### config.mk
export PLATFORM = sky130hd
export DESIGN_NAME = light_loc_sync
export DESIGN_NICKNAME = d
export VERILOG_FILES = /design/src/rtl/light_loc_sync.sv
export SDC_FILE = /design/constraint.sdc
export NUM_CORES = 1
export LEC_CHECK = 0
export CAP_MARGIN = 20
export CORE_ASPECT_RATIO = 1.1
export CORE_MARGIN = 3
export CORE_UTILIZATION = 45
export CTS_BUF_LIST = sky130_fd_sc_hd__clkbuf_16
export DETAILED_ROUTE_END_ITERATION = 16
export PLACE_DENSITY = 0.76
export REMOVE_ABC_BUFFERS = 1
export SLEW_MARGIN = 25
export SYNTH_ARGS = -nofsm -noshare
export SYNTH_HDL_FRONTEND = slang
export SYNTH_SLANG_ARGS = --single-unit
### constraint.sdc
create_clock -name clk -period 1.9 [get_ports clk]
set_clock_uncertainty 0.15 [all_clocks]
set_input_delay 0.38 -clock clk [delete_from_list [all_inputs] [get_ports clk]]
set_output_delay 0.38 -clock clk [all_outputs]
set_load 0.1 [all_outputs]
### src/rtl/light_loc_sync.sv
// -----------------------------------------------------------------------------
// light_loc_sync
//
// Purpose
//   Holds per-channel (x, y, z) light positions. The host writes positions into
//   a shadow set; a frame boundary pulse transfers the whole shadow set into the
//   active set that drives the outputs. Every channel therefore changes on the
//   same edge, and all channels stay consistent within a frame.
//
// Configuration macro
//   LOC_SYNC_IMMEDIATE_EN : when defined, accepted writes go straight into the
//                           active set. There is no shadow set and no FSM, and
//                           frame_start_i is ignored.
//
// Parameters
//   LOC_WIDTH  : coordinate width per axis
//   N_LIGHTS   : number of light channels (1..16)
//   IDX_WIDTH  : channel index width (defaults to $clog2(N_LIGHTS), minimum 1)
//
// Ports
//   clk, rst_n            : clock; synchronous active-low reset
//   loc_x/y/z_i           : position being written
//   loc_idx_i             : target channel of the write
//   loc_vld_i / loc_rdy_o : write handshake (accepted when both are high)
//   frame_start_i         : one-cycle pulse at each frame boundary
//   loc_x/y/z_o           : active positions; channel k at [k*LOC_WIDTH +: LOC_WIDTH]
//   pending_o             : the shadow set holds uncommitted data
//   commit_o              : one-cycle pulse in the cycle after the active set loads
//   idx_err_o             : sticky; an out-of-range index was written (reset clears it)
// -----------------------------------------------------------------------------
module light_loc_sync #(
  parameter int LOC_WIDTH = 10,
  parameter int N_LIGHTS  = 4,
  parameter int IDX_WIDTH = (N_LIGHTS > 1) ? $clog2(N_LIGHTS) : 1
) (
  input  logic                          clk,
  input  logic                          rst_n,
  input  logic [LOC_WIDTH-1:0]          loc_x_i,
  input  logic [LOC_WIDTH-1:0]          loc_y_i,
  input  logic [LOC_WIDTH-1:0]          loc_z_i,
  input  logic [IDX_WIDTH-1:0]          loc_idx_i,
  input  logic                          loc_vld_i,
  output logic                          loc_rdy_o,
  input  logic                          frame_start_i,
  output logic [N_LIGHTS*LOC_WIDTH-1:0] loc_x_o,
  output logic [N_LIGHTS*LOC_WIDTH-1:0] loc_y_o,
  output logic [N_LIGHTS*LOC_WIDTH-1:0] loc_z_o,
  output logic                          pending_o,
  output logic                          commit_o,
  output logic                          idx_err_o
);

  typedef struct packed {
    logic [LOC_WIDTH-1:0] x;
    logic [LOC_WIDTH-1:0] y;
    logic [LOC_WIDTH-1:0] z;
  } pos_t;

  // The index is compared in a width that holds both the index and N_LIGHTS.
  // IDX_WIDTH may be overridden wider than needed, and the range check must
  // still see the full index value.
  localparam int CMP_W = (IDX_WIDTH + 1 > 6) ? IDX_WIDTH + 1 : 6;
  localparam logic [CMP_W-1:0] N_CMP = CMP_W'(N_LIGHTS);

  logic [CMP_W-1:0] idx_ext;
  logic             idx_ok;
  logic             wr_acc;  // handshake completed this cycle
  logic             wr_ok;   // accepted write with an in-range index
  pos_t             wr_pos;

  pos_t active_q [N_LIGHTS];
  pos_t active_d [N_LIGHTS];
  logic commit_q,  commit_d;
  logic idx_err_q, idx_err_d;

  assign idx_ext = CMP_W'(loc_idx_i);
  assign idx_ok  = (idx_ext < N_CMP);
  assign wr_acc  = loc_vld_i & loc_rdy_o;
  assign wr_ok   = wr_acc & idx_ok;
  assign wr_pos  = '{x: loc_x_i, y: loc_y_i, z: loc_z_i};

  // An out-of-range write is never forgotten; only reset clears the flag.
  assign idx_err_d = idx_err_q | (wr_acc & ~idx_ok);

`ifdef LOC_SYNC_IMMEDIATE_EN

  // Frame boundaries have no meaning when writes land directly in the active set.
  logic unused_frame_start;
  assign unused_frame_start = frame_start_i;

  assign loc_rdy_o = 1'b1;
  assign pending_o = 1'b0;

  always_comb begin
    // NOTE: every always_comb output gets a default first; a path that leaves
    // one unassigned would otherwise infer a latch.
    active_d = active_q;
    commit_d = wr_ok;
    for (int k = 0; k < N_LIGHTS; k++) begin
      if (wr_ok && (idx_ext == CMP_W'(k))) begin
        active_d[k] = wr_pos;
      end
    end
  end

  always_ff @(posedge clk) begin
    if (!rst_n) begin
      // NOTE: the position registers are reset explicitly, because the
      // outputs must read as zero straight after reset.
      for (int k = 0; k < N_LIGHTS; k++) begin
        active_q[k] <= '0;
      end
      commit_q  <= 1'b0;
      idx_err_q <= 1'b0;
    end else begin
      // NOTE: state is updated with non-blocking assignments only, so every
      // flop samples values from before the edge.
      active_q  <= active_d;
      commit_q  <= commit_d;
      idx_err_q <= idx_err_d;
    end
  end

`else

  // IDLE    : shadow equals active; nothing to commit.
  // PENDING : the shadow set holds at least one uncommitted write.
  // COMMIT  : a frame boundary was seen. The shadow set is copied on the edge
  //           that leaves this state, and writes are held off for this cycle.
  typedef enum logic [1:0] {
    ST_IDLE    = 2'd0,
    ST_PENDING = 2'd1,
    ST_COMMIT  = 2'd2
  } state_t;

  state_t state_q, state_d;
  pos_t   shadow_q [N_LIGHTS];
  pos_t   shadow_d [N_LIGHTS];

  // Both outputs are decoded from the state only. loc_rdy_o therefore has no
  // combinational path from loc_vld_i.
  assign loc_rdy_o = (state_q != ST_COMMIT);
  assign pending_o = (state_q != ST_IDLE);

  always_comb begin
    // NOTE: every always_comb output gets a default first; a path that leaves
    // one unassigned would otherwise infer a latch.
    state_d  = state_q;
    shadow_d = shadow_q;
    active_d = active_q;
    commit_d = 1'b0;

    for (int k = 0; k < N_LIGHTS; k++) begin
      if (wr_ok && (idx_ext == CMP_W'(k))) begin
        shadow_d[k] = wr_pos;
      end
    end

    unique case (state_q)
      ST_IDLE: begin
        // A frame boundary with nothing new in the shadow set is not a commit.
        // A write in the boundary cycle joins the commit it triggers.
        if (wr_ok) begin
          state_d = frame_start_i ? ST_COMMIT : ST_PENDING;
        end
      end
      ST_PENDING: begin
        if (frame_start_i) begin
          state_d = ST_COMMIT;
        end
      end
      ST_COMMIT: begin
        // A frame_start_i pulse seen here is dropped, not queued.
        state_d  = ST_IDLE;
        active_d = shadow_q;
        commit_d = 1'b1;
      end
      default: state_d = ST_IDLE;
    endcase
  end

  always_ff @(posedge clk) begin
    if (!rst_n) begin
      // NOTE: the position registers are reset explicitly, because the
      // outputs must read as zero straight after reset. Reset also cancels a
      // copy that is in progress, so the active set stays at zero.
      for (int k = 0; k < N_LIGHTS; k++) begin
        shadow_q[k] <= '0;
        active_q[k] <= '0;
      end
      state_q   <= ST_IDLE;
      commit_q  <= 1'b0;
      idx_err_q <= 1'b0;
    end else begin
      // NOTE: state is updated with non-blocking assignments only, so every
      // flop samples values from before the edge.
      shadow_q  <= shadow_d;
      active_q  <= active_d;
      state_q   <= state_d;
      commit_q  <= commit_d;
      idx_err_q <= idx_err_d;
    end
  end

`endif

  assign commit_o  = commit_q;
  assign idx_err_o = idx_err_q;

  always_comb begin
    loc_x_o = '0;
    loc_y_o = '0;
    loc_z_o = '0;
    for (int k = 0; k < N_LIGHTS; k++) begin
      loc_x_o[k*LOC_WIDTH +: LOC_WIDTH] = active_q[k].x;
      loc_y_o[k*LOC_WIDTH +: LOC_WIDTH] = active_q[k].y;
      loc_z_o[k*LOC_WIDTH +: LOC_WIDTH] = active_q[k].z;
    end
  end

endmodule

==> flow_summary.yaml, run 1 <==
timing:
  timing.setup.tns_ns: 0
  rsz0062_at_grt: "false"
  setup_ws_ns: 0.0557
  setup_viol: 0
  hold_viol_final: 0
  fmax_mhz: 542
  post-route-min-period_ns: 1.84
  period_share: 0.971
  drv_slew: 0
yosys:
  avgSynthCellArea_sq_um: 9.30
  synth_cells: 958
  synth_edf_count: 0
  ys.flop_type: "dfxtp_1"
  synth_top_family_by_area: "simple AND/OR/NAND/NOR gates"
  synth.distinct_cells: 22
  synth-xor-area-share: 0
  synth-simple-area-share: 0.173
  synth_area_leaders: "dfxtp_1 (55%), nand2_1 (16%), mux2i_1 (13%), a21boi_0 (6.3%), a21boi_1 (3.8%)"
  synthesis.area_sq_mm: 0.00890
  seq_area_frac_synth: 0.546
  synth_top_area_cell: "dfxtp_1"
  synth_mux_area_frac: 0.135
  ys_seq_elements: 243
  synthMostInstantiatedCell: "nand2_1"
  synth_top_area_frac: 0.546
  ys_warn_count: 0
  synth_compound_gate_area_share: 0.102
  synth-adder-area-share: 0
  yosys-top-cells-count: "nand2_1 (391), dfxtp_1 (243), mux2i_1 (120)"
  synthArstFlopShare: 0
finish:
  finish.instance_area_sq_mm: 0.0127
  area_delta_synth_final_pct: 42.8
  n_fill_cell: 1494
  multi_input_area_sq_mm: 0.00367
  drive_above_1_share: 0.168
  seqCellArea_sq_mm: 0.00487
  num_antenna_cells: 0
  final_nets: 1130
die:
  die_w_um: 140
  die_h_um: 154
  std_cell_rows: 53
  core_sq_mm: 0.0193
  io_pins: 160
  start_util: 0.461
  die_area_sq_mm: 0.0215
grt:
  grt_overflow_total: 0
  grt_pass1_wl_um: 33600
  grt_pass1_vias: 6807
  grt_start_max_net_pins: 80
  antenna_found_initial: 0
  track_usage: 0.185
critical_path:
  crit_family: "flip-flops"
  cp_cell_sequence: "or2_2, buf_12"
  crit_path_max_fanout: 3
  cp.buffers_inverters: 1
  critPathKind: "reg -> out"
  worst_setup_path_end_kind: "output pin"
  worstPathArrival_ns: 1.31
  required_ns: 1.37
  crit_path_top_delay_cell: "dfxtp_2"
  cpPeakStageDelay_ns: 0.33
  crit_path_start_kind: "flip-flop"
power:
  ir_worst_vdd_mv: 0.715
  clkPwrFrac: 0.428
  p_int_w: 0.00817
  p_sw_w: 0.00245
  swShare: 0.230
  p_leak_nw: 4.91
  powerDensity_mw_per_mm2: 836
  seq_power_share: 0.496
  combPwrFrac: 0.076
drt:
  avgRoutedWirePerCell_um: 14.9
  post-route-drc-count: 0
  drt-total-wl_um: 20200
  detail-route-antenna-nets: 0
  viasPerCell: 4.98
  firstDrtPassIters: 5
  drt_iter0_markers: 319
  vias: 6759
cts:
  cts_hold_buf: 0
  cts_root_buf: "clkbuf_16"
  path_clk_slew_ns: 0.07
  clockBufferDepth: 3
  clock_sinks: 243
  cts_max_level: 1
  cts_buffers: 24
  clk_latency_ns: 0.50
  cts_tree: "done"
placement:
  place_ws_ns: -0.209
  dp_hpwl_um: 13300
  placed_area_sq_mm: 0.0119
  io_buffers: 158
  routabilityCongestion: 0.749
run_status:
  status: "finished clean"
job:
  maxCapViolCount: 0
worst_hold_path:
  min_path_type: "in -> reg"
[power groups by stage]
stage	Combinational [W]	Clock (W)	Sequential [W]
floorplan	0.000321	0	0.00548
global placement	0.000804	0	0.00537
detailed placement	0.000815	0	0.00538
CTS	0.000822	0.00464	0.00527
global route	0.000871	0.00484	0.00528
finish	0.000812	0.00454	0.00527
[worst paths after layout]
kind,from,to,slack [ns],cells past startpoint
worst max register to register,state_q[1],shadow_q[115],0.20,5
worst min register to register,shadow_q[13],loc_y_o[33],0.30,2
worst min-delay path,rst_n,loc_z_o[0],0.07,2
worst max-delay path,state_q[1],pending_o,0.06,2
[per-stage QoR]
stage / utilization / hold slack, ns / power (W) / instances
detailed placement: 0.619 / 0.293 / 0.00619 / 1314
CTS: 0.659 / 0.0591 / 0.0107 / 1357
finish: 0.659 / 0.0734 / 0.0106 / 1357
global route: 0.659 / 0.0746 / 0.0110 / 1357
global placement: 0.619 / 0.286 / 0.00618 / 1314
floorplan: - / 0.281 / 0.00581 / 888
[metal layers]
layer / GRT usage / part of all wire / routed length, um / vias to the layer above
li1: - / - / - / 3372
met1: 0.225 / 0.42 / 8480 / 3207
met2: 0.334 / 0.51 / 10300 / 143
met3: 0.0286 / 0.040 / 807 / 37
met4: 0.0614 / 0.028 / 558 / 0
met5: 0 / 0 / 0 / -
[kinds of logic (layout without fill, tap and decap cells)]
kind of cell           after synthesis  after routing
AO/OA/AOI/OAI                      121            121
buffers and inverters               73            225
flip-flops                         243            243
multiplexers                       120            120
other                                1              1
AND/OR/NAND/NOR                    400            400
[layout by cell type, fill, tap and decap left out, types with 2 or more instances in the layout]
cell	Yosys	routed
nand2_1	391	391
a21boi_1	45	45
buf_4	12	13
clkinv_1	0	4
nor2_1	2	2
mux2i_1	120	120
clkinv_2	0	6
a21boi_0	75	75
dfxtp_1	243	242
inv_1	2	5
bufinv_16	0	2
inv_6	0	2
buf_12	0	132
clkbuf_16	0	25
clkdlybuf4s50_1	0	34
[state kept, by name, indices dropped and copies added, names as in the netlist]
| name | cells |
|---|---|
| loc_x_o | 40 |
| loc_y_o | 40 |
| state_q | 2 |
| shadow_q | 120 |
| commit_o | 1 |
| loc_z_o | 40 |
[timing repair]
| action | CTS | global route |
|---|---|---|
| setup endpoints to repair | 1 | 1 |
| gates cloned | 0 | 0 |
| buffers inserted | 1 | 0 |
| gates resized for setup | 1 | 1 |
[area by class of cell]
class	instances	area share
clock buffers	25	0.0492
clock inverters	17	0.0105
inverters	3	0.00128
multi-input cells	642	0.289
flip-flops and latches	243	0.383
well taps	247	0.0243
repair buffers	180	0.243
Power figures use the tool's default switching activity.
==> run 2, diff against run 1 <==
--- a/config.mk
+++ b/config.mk
@@ -10,6 +10,7 @@
 export CORE_MARGIN = 3
 export CORE_UTILIZATION = 45
 export CTS_BUF_LIST = sky130_fd_sc_hd__clkbuf_16
+export CTS_CLUSTER_SIZE = 20
 export DETAILED_ROUTE_END_ITERATION = 16
 export PLACE_DENSITY = 0.76
 export REMOVE_ABC_BUFFERS = 1
==> results of run 2 <==
The final DEF is identical to that of run 1; final timing and power are the same.
